## src/rtl/contador_pkg.sv

```systemverilog
// rtl/contador_pkg.sv - shared types and constants for the contador_arbitro slice
package contador_pkg;

  localparam logic [7:0] RESET_VALUE_DEF = 8'h6A;
  localparam int         AMOUNT_W        = 4;
  localparam int         IDX_W           = 3;
  localparam logic       DIR_UP          = 1'b1;
  localparam logic       DIR_DOWN        = 1'b0;

  typedef enum logic {IDLE, RUN} state_t;

endpackage

```

## src/rtl/rr_arbiter.sv

```systemverilog
// rtl/rr_arbiter.sv - combinational round-robin arbiter, search starts at last+1
module rr_arbiter
  import contador_pkg::*;
#(
  parameter int N_REQ = 4
) (
  input  logic [N_REQ-1:0] req,
  input  logic [IDX_W-1:0] last,
  output logic [N_REQ-1:0] grant,
  output logic [IDX_W-1:0] idx
);

  logic found;

  // Offsets scanned in priority order; the inner loop keeps every select constant.
  always_comb begin
    grant = '0;
    idx   = '0;
    found = 1'b0;
    for (int k = 1; k <= N_REQ; k++) begin
      for (int j = 0; j < N_REQ; j++) begin
        if (!found && req[j] && ((int'(last) + k) % N_REQ) == j) begin
          grant[j] = 1'b1;
          idx      = IDX_W'(j);
          found    = 1'b1;
        end
      end
    end
  end

endmodule

```

## src/rtl/contador_arbitro.sv

```systemverilog
// rtl/contador_arbitro.sv - round-robin burst controller for the shared up/down counter
// Optional saturation instead of wrap-around: CONTADOR_ARBITRO_SATURATE_EN
module contador_arbitro
  import contador_pkg::*;
#(
  parameter int         N_REQ       = 4,
  parameter logic [7:0] RESET_VALUE = RESET_VALUE_DEF
) (
  input  logic                      clk,
  input  logic                      rst,
  input  logic [N_REQ-1:0]          req_valid,
  input  logic [N_REQ-1:0]          req_dir,
  input  logic [AMOUNT_W*N_REQ-1:0] req_amount,
  output logic [N_REQ-1:0]          req_ready,
  output logic                      acrescer,
  output logic                      decrecer,
  output logic [7:0]                valor,
  output logic                      busy,
  output logic [IDX_W-1:0]          dono,
  output logic                      sat
);

  state_t              state_q, state_d;
  logic [AMOUNT_W-1:0] remaining_q, remaining_d;
  logic [7:0]          valor_q, valor_d;
  logic [IDX_W-1:0]    last_q, last_d;
  logic [IDX_W-1:0]    dono_q, dono_d;
  logic                dir_q, dir_d;
  logic                acrescer_q, acrescer_d;
  logic                decrecer_q, decrecer_d;
  logic                sat_q, sat_d;

  logic [N_REQ-1:0]    grant;
  logic [IDX_W-1:0]    win_idx;
  logic [AMOUNT_W-1:0] amt_sel;
  logic                dir_sel;

  rr_arbiter #(.N_REQ(N_REQ)) u_arb (
    .req   (req_valid),
    .last  (last_q),
    .grant (grant),
    .idx   (win_idx)
  );

  always_comb begin
    amt_sel = '0;
    for (int i = 0; i < N_REQ; i++) begin
      if (grant[i]) amt_sel = req_amount[i*AMOUNT_W +: AMOUNT_W];
    end
  end

  assign dir_sel = |(req_dir & grant);

  always_comb begin
    state_d     = state_q;
    remaining_d = remaining_q;
    valor_d     = valor_q;
    last_d      = last_q;
    dono_d      = dono_q;
    dir_d       = dir_q;
    req_ready   = '0;
    case (state_q)
      IDLE: begin
        req_ready = grant;
        if (|grant) begin
          last_d = win_idx;
          dono_d = win_idx;
          if (amt_sel != '0) begin
            dir_d       = dir_sel;
            remaining_d = amt_sel;
            state_d     = RUN;
          end
        end
      end
      RUN: begin
        if (acrescer_q)      valor_d = valor_q + 8'd1;
        else if (decrecer_q) valor_d = valor_q - 8'd1;
        remaining_d = remaining_q - AMOUNT_W'(1);
        if (sat_q || remaining_q == AMOUNT_W'(1)) state_d = IDLE;
      end
      default: state_d = IDLE;
    endcase

    // Strobes are registered, so the next cycle's step is judged on the next valor.
`ifdef CONTADOR_ARBITRO_SATURATE_EN
    sat_d = (state_d == RUN) &&
            ((dir_d == DIR_UP   && valor_d == 8'hFF) ||
             (dir_d == DIR_DOWN && valor_d == 8'h00));
`else
    sat_d = 1'b0;
`endif
    acrescer_d = (state_d == RUN) && (dir_d == DIR_UP)   && !sat_d;
    decrecer_d = (state_d == RUN) && (dir_d == DIR_DOWN) && !sat_d;
  end

  always_ff @(posedge clk) begin
    if (rst) begin
      state_q     <= IDLE;
      remaining_q <= '0;
      valor_q     <= RESET_VALUE;
      last_q      <= IDX_W'(N_REQ - 1);
      dono_q      <= '0;
      dir_q       <= DIR_DOWN;
      acrescer_q  <= 1'b0;
      decrecer_q  <= 1'b0;
      sat_q       <= 1'b0;
    end else begin
      state_q     <= state_d;
      remaining_q <= remaining_d;
      valor_q     <= valor_d;
      last_q      <= last_d;
      dono_q      <= dono_d;
      dir_q       <= dir_d;
      acrescer_q  <= acrescer_d;
      decrecer_q  <= decrecer_d;
      sat_q       <= sat_d;
    end
  end

  assign acrescer = acrescer_q;
  assign decrecer = decrecer_q;
  assign valor    = valor_q;
  assign busy     = (state_q == RUN);
  assign dono     = dono_q;
  assign sat      = sat_q;

endmodule

```

## config.mk

```make
export PLATFORM = sky130hd
export DESIGN_NAME = contador_arbitro
export DESIGN_NICKNAME = d
export VERILOG_FILES = /design/src/rtl/contador_pkg.sv /design/src/rtl/rr_arbiter.sv /design/src/rtl/contador_arbitro.sv
export SDC_FILE = /design/constraint.sdc
export NUM_CORES = 1
export LEC_CHECK = 0
export BUFFER_PORTS_ARGS = -buffer_cell sky130_fd_sc_hd__buf_4
export CAP_MARGIN = 0
export CORE_MARGIN = 10
export CORE_UTILIZATION = 40
export DETAILED_ROUTE_END_ITERATION = 8
export PLACE_DENSITY = 0.65
export SYNTH_ARGS = -nofsm -noshare
export SYNTH_HDL_FRONTEND = slang
export SYNTH_SLANG_ARGS = --single-unit
```

## constraint.sdc

```tcl
create_clock -name clk -period 2.55 [get_ports clk]
set_input_delay 0.6375 -clock clk [delete_from_list [all_inputs] [get_ports clk]]
set_output_delay 0.6375 -clock clk [all_outputs]
set_load 0.02 [all_outputs]
```

=== Word-level counts from Yosys, hierarchy flattened ===
Cells that the tools add are included.
Widths: inputs -> output; s select.

* Bits in registers: 20
* Bits in latches: 0
* Memory bits (writable): 0
* ROM bits: 0
* Input bits: 26
* Memories: 0

* Add/subtract/negate cells: 7
* $mul: 0
* Divide/modulo/power cells: 0
* Order comparisons: 0
* Equal/unequal tests: 15
* Shifts and indexed selects: 0
* Mux-type cells: 62
* Bitwise logic cells: 7
* Reductions and logical operators: 63

{| class="wikitable"
|+ Operator list
! cell !! number
|-
| $logic_not 32->1 || 4
|-
| $mux 1 || 37
|-
| $logic_and 1x1->1 || 33
|-
| $mux 2 || 14
|-
| $mux 4 || 7
|-
| $eq 3x3->1 const B || 8
|-
| $mux 8 || 2
|-
| $logic_not 1->1 || 15
|-
| $eq 3x2->1 const B || 4
|-
| $add 8x1->8 const B || 1
|-
| $pmux 4 s2 || 1
|-
| $reduce_or 2->1 || 4
|-
| $reduce_or 4->1 || 2
|-
| $sub 8x1->8 const B || 1
|-
| $reduce_and 2->1 || 3
|-
| $add 2x1->2 const B || 2
|-
| $add 2x2->2 const B || 2
|-
| $and 1x1->1 const A || 4
|-
| $and 4x4->4 || 1
|-
| $eq 4x1->1 const B || 1
|-
| $ne 2x2->1 const B || 2
|-
| $reduce_bool 4->1 || 1
|-
| $sub 4x1->4 const B || 1
|-
| $not 1->1 || 2
|-
| other kinds (2) || 2
|}

=== Depth between registers and ports, before layout ===
* Depth after elaboration: 73
* Mapped depth: 9
* Mapped depth without buffers: 9

=== By module ===
From an unflattened synthesis, not the netlist that was laid out.

* Cell total of the unflattened synthesis: 205
* Area, all modules: 1675.4 µm²

{| class="wikitable"
|+ Modules (own cells, without submodules)
! module !! times used !! cells each !! area an instance (µm²)
|-
| contador_arbitro || 1 || 170 || 1447.6
|-
| rr_arbiter || 1 || 35 || 227.7
|}

=== Worst setup path before layout ===
No wires, ideal clock.

* Kind: input port to flip-flop
* Start point: input req_valid[3]
* End point: register dir_q
* Data arrival time: 2276 ps
* Setup slack: 204 ps
* Cell stages on the path: 8
* Cells stage by stage: buf_6 > a2bb2oi_2 > o32ai_4 > nand2_1 > a311o_1 > and4_4 > or3_1 > a21oi_1

* Cells in the longest elaborated chain, start to end: 56
* Elaborated cells on any way between the ends: 74

{| class="wikitable"
|+ Ends and longest elaborated chain
! item !! line !! source
|-
| start: declaration || contador_arbitro.sv:11 || <nowiki>input logic [N_REQ-1:0] req_valid,</nowiki>
|-
| $logic_and 1x1->1 (2 in a row) || rr_arbiter.sv:22 || <nowiki>if (!found && req[j] && ((int'(last) + k) % N_REQ) == j) begin</nowiki>
|-
| $mux 1 || rr_arbiter.sv:22 ||
|-
| $logic_not 1->1 || rr_arbiter.sv:22 ||
|-
| $logic_and 1x1->1 (2 in a row) || rr_arbiter.sv:22 ||
|-
| $mux 1 || rr_arbiter.sv:22 ||
|-
| $logic_not 1->1 || rr_arbiter.sv:22 ||
|-
| $logic_and 1x1->1 (2 in a row) || rr_arbiter.sv:22 ||
|-
| $mux 1 || rr_arbiter.sv:22 ||
|-
| (+36 left out) || -- ||
|-
| $logic_not 1->1 || rr_arbiter.sv:22 ||
|-
| $logic_and 1x1->1 (2 in a row) || rr_arbiter.sv:22 ||
|-
| $mux 1 || rr_arbiter.sv:22 ||
|-
| $and 4x4->4 / $mux 4 (equally long branches) || contador_arbitro.sv:52, contador_arbitro.sv:48 ||
|-
| $reduce_or 4->1 / $reduce_bool 4->1 (equally long branches) || contador_arbitro.sv:52, contador_arbitro.sv:68 ||
|-
| $mux 1 || contador_arbitro.sv:68 || <nowiki>if (amt_sel != '0) begin</nowiki>
|-
| $mux 1 (*) || contador_arbitro.sv:65 || <nowiki>if (|grant) begin</nowiki>
|-
| $mux 1 (*) || contador_arbitro.sv:62 || <nowiki>case (state_q)</nowiki>
|-
| end signal: assignment || contador_arbitro.sv:113 || <nowiki>dir_q <= dir_d;</nowiki>
|-
| end: declaration || contador_arbitro.sv:28 || <nowiki>logic dir_q, dir_d;</nowiki>
|}

Mark *: on every way between the ends. The rest lies on a longest branch, timed or not.
A chain may end at the register's enable or synchronous reset.

=== Worst setup path after layout ===
* Start point: register last_q[1]
* End point: output req_ready[0]

* Cells in the longest elaborated chain, start to end: 55
* Elaborated cells on any way between the ends: 78

{| class="wikitable"
|+ Ends and longest elaborated chain
! item !! line !! source
|-
| start: declaration || contador_arbitro.sv:26 || <nowiki>logic [IDX_W-1:0] last_q, last_d;</nowiki>
|-
| start signal: assignment || contador_arbitro.sv:101 || <nowiki>last_q <= IDX_W'(N_REQ - 1);</nowiki>
|-
| start signal: assignment || contador_arbitro.sv:111 || <nowiki>last_q <= last_d;</nowiki>
|-
| $add 2x1->2 || rr_arbiter.sv:22 ||
|-
| $reduce_or 2->1 (no source line) || -- ||
|-
| $and 1x1->1 (no source line) || -- ||
|-
| $logic_not 32->1 || rr_arbiter.sv:22 ||
|-
| $logic_and 1x1->1 || rr_arbiter.sv:22 ||
|-
| $mux 1 || rr_arbiter.sv:22 ||
|-
| $logic_not 1->1 || rr_arbiter.sv:22 ||
|-
| $logic_and 1x1->1 (2 in a row) || rr_arbiter.sv:22 ||
|-
| (+36 left out) || -- ||
|-
| $mux 1 || rr_arbiter.sv:22 ||
|-
| $logic_not 1->1 || rr_arbiter.sv:22 ||
|-
| $logic_and 1x1->1 (2 in a row) || rr_arbiter.sv:22 ||
|-
| $mux 1 || rr_arbiter.sv:22 ||
|-
| $logic_not 1->1 || rr_arbiter.sv:22 ||
|-
| $logic_and 1x1->1 (2 in a row) || rr_arbiter.sv:22 ||
|-
| $mux 1 (*) || rr_arbiter.sv:22 ||
|-
| $mux 4 (*) || contador_arbitro.sv:62 ||
|-
| end: declaration || contador_arbitro.sv:14 || <nowiki>output logic [N_REQ-1:0] req_ready,</nowiki>
|}

Marks and branches as above.

==> impl_metrics.py <==
metrics = {
    "outcome": {
        "outcome": "complete, no violations",
    },
    "synthesis": {
        "yosysTopAreaCellShare": 0.2792,
        "synth_top_cell_by_area": "dfxtp_1",
        "synth-main-ff-cell": "dfxtp_1",
        "ys_seq_area_frac": 0.2792,
        "ys_types": 47,
        "synth_commonest_cells": "nor2_1, dfxtp_1, a21oi_1",
        "yosys_warnings": 0,
        "synthCells": 183,
        "synthTopCellsByArea": "dfxtp_1, ha_1, a21oi_1",
        "yosysMostFrequentCell": "nor2_1",
        "synth_edf_count": 0,
        "syn-cell-area_mm2": 0.001434,
        "async_reset_ff_frac": 0,
        "avgSynthCellArea_um2": 7.835,
        "ys_ff_latch": 20,
    },
    "clocking": {
        "insertion_delay_ps": 300,
        "cts-buffers-inserted": 3,
        "ctsRootBufferMaster": "clkbuf_4",
        "cts.sinks": 20,
        "clockBufferDepth": 2,
        "clk_pin_slew_ps": 110,
        "cts-resized-gates": 0,
        "hold_buffers": 0,
        "cts_tree": "done",
        "cts_setup_buffers": 0,
        "ctsHtreeMaxLevel": 1,
    },
    "grt": {
        "antenna_found_initial": 0,
        "grt_pass1_wl_um": 6837,
        "grt_max_degree": 23,
        "overflow": 0,
        "grt_pass1_vias": 1404,
        "grt_use_total": 0.1301,
    },
    "pwr": {
        "power_leakage_nw": 0.8142,
        "seqPwrFrac": 0.326,
        "p_clk_frac": 0.127,
        "power.internal_mw": 0.8558,
        "switchingPower_mw": 0.6170,
        "total_power_mw": 1.473,
        "ir_drop_v": 0.0004634,
        "powerDensity_mw_per_mm2": 809.0,
        "sw_frac_of_total": 0.4189,
        "pwr-share-comb": 0.547,
    },
    "timing": {
        "final_hold_viol_count": 0,
        "fin_ws_ps": 179.9,
        "tns_ps": 0,
        "tightest_slew_ps": 683.3,
        "setup_viol": 0,
        "period_share": 0.9294,
        "fin_crit_ps": 2370,
        "fin_worst_skew_ps": 9.875,
        "slew_viol_final": 0,
        "relSlewSlack": 0.5438,
        "rsz0062_at_grt": "no",
        "max_freq_ghz": 0.4219,
    },
    "job": {
        "maxCapViolations": 0,
    },
    "floorplan": {
        "die_x_um": 79.87,
        "die_y_um": 79.87,
        "die-area_mm2": 0.006379,
        "ioPinCount": 45,
        "start_util": 0.4230,
        "row_count": 21,
        "design.core.area_mm2": 0.003390,
    },
    "placement": {
        "place_congestion": 0.9912,
        "pre_cts_ws_ps": -2.983,
        "dp.cells": 267,
        "io_buffers": 42,
        "placed_area_mm2": 0.001784,
        "hpwl_um": 3305,
    },
    "setup_path": {
        "path_class": "flip-flop to output pin",
        "critPathMaxFanout": 11,
        "startpoint_type": "flip-flop",
        "r2r-start": "last_q[1]$_SDFFE_PP1P_",
        "cp.arrival_ps": 1730,
        "cp-end-kind": "output pin",
        "critPathRequiredTime_ps": 1910,
        "r2r_slack_ps": 300,
        "critPathLaunch": "last_q[1]$_SDFFE_PP1P_",
    },
    "routing": {
        "post_drt_via_cell_ratio": 5.325,
        "ant_nets": 0,
        "route.detailed.drc": 0,
        "initialDrtViolationCount": 94,
        "dr.pass1.iters": 4,
        "wl_per_cell_um": 14.89,
        "drt-total-wl_um": 4035,
        "via_count": 1443,
    },
    "hold_path": {
        "min_path_type": "flip-flop to flip-flop",
        "hold_path.startpoint": "dir_q$_SDFF_PP0_",
    },
    "finish": {
        "antennaDiodeCount": 0,
        "nets": 261,
        "fin_area_mm2": 0.001821,
        "final_cells": 271,
        "final_layout_size_suffix_gt1_frac": 0.2489,
        "area_delta_synth_final_pct": 26.96,
    },
}
## layer usage
| layer | part of all wire | vias to the layer above | track usage |
|---|---|---|---|
| li1 | - | 737 | - |
| met2 | 0.53 | 21 | 0.2314 |
| met4 | 0.0035 | 0 | 0.01937 |
| met3 | 0.051 | 2 | 0.03604 |
| met1 | 0.42 | 683 | 0.1537 |
| met5 | 0 | - | 0 |
## through the flow
step             util  hold slack (ps)
5_1_grt        0.5371            496.5
6_report       0.5371            487.6
3_3_place_gp   0.5264            462.7
3_5_place_dp   0.5264            467.8
4_1_cts        0.5371            485.0
2_1_floorplan       -            448.0
## final cells by class
type | count | area [µm²]
sequential | 20 | 400.4
inverter | 12 | 45.04
timing repair buffer | 46 | 345.3
multi-input combinational | 143 | 935.9
tap | 46 | 57.56
fill | 342 | 1569
clock buffer | 4 | 36.28
## sequential cells by signal, summed over array words and instances (netlist names)
name,cells
acrescer,1
last_q,2
valor,8
decrecer,1
busy,1
dono,2
remaining_q,4
dir_q,1
## worst max-delay path: stages, from the launching register on
cell and delay, ps:
dfxtp_1 550, nor2b_1 90, o21bai_1 330, nand3_1 190, nor2_1 120, buf_4 160
## final timing paths
path                         end  cells past startpoint
max                 req_ready[0]                      5
min          acrescer$_SDFF_PP0_                      2
max reg2reg  acrescer$_SDFF_PP0_                      7
min reg2reg  acrescer$_SDFF_PP0_                      2
## power by group through the flow
stage | Clock [mW] | Sequential [mW] | Combinational (mW)
after CTS | 0.196 | 0.480 | 0.813
after detailed placement | 0 | 0.488 | 0.807
final | 0.187 | 0.480 | 0.806
after global routing | 0.212 | 0.494 | 0.901
after floorplan | 0 | 0.502 | 0.549
after global placement | 0 | 0.481 | 0.783
## placed cells by master (no fill, tap or decap), types with 2 or more instances in the layout
cell type   n
nor2_1     24
o211ai_1    2
o22ai_1     3
nand3_1     2
nor2b_1     5
o21bai_1    3
nor3_1      4
dfxtp_1    20
a211o_1     2
a2bb2oi_1   3
ha_1        8
conb_1      2
inv_1      11
xnor2_1     3
nand4_1     4
nand2_1    13
nand2b_1    2
xor2_1      5
o21a_1      3
a211oi_1    2
buf_4      46
a311o_1     4
a21oi_1    18
clkbuf_4    3
o21ai_0    10
o21ai_1     2
## logic make-up after synthesis
family | after synthesis | share of synthesized area
flops | 20 | 0.2792
fa+ha+maj | 9 | 0.08377
simple gates | 62 | 0.2094
mux | 1 | 0.006981
other cells | 1 | 0.002615
xor+xnor | 8 | 0.04887
buf+inv | 21 | 0.07068
compound gates | 61 | 0.2984
Power figures use the tool's default switching activity.
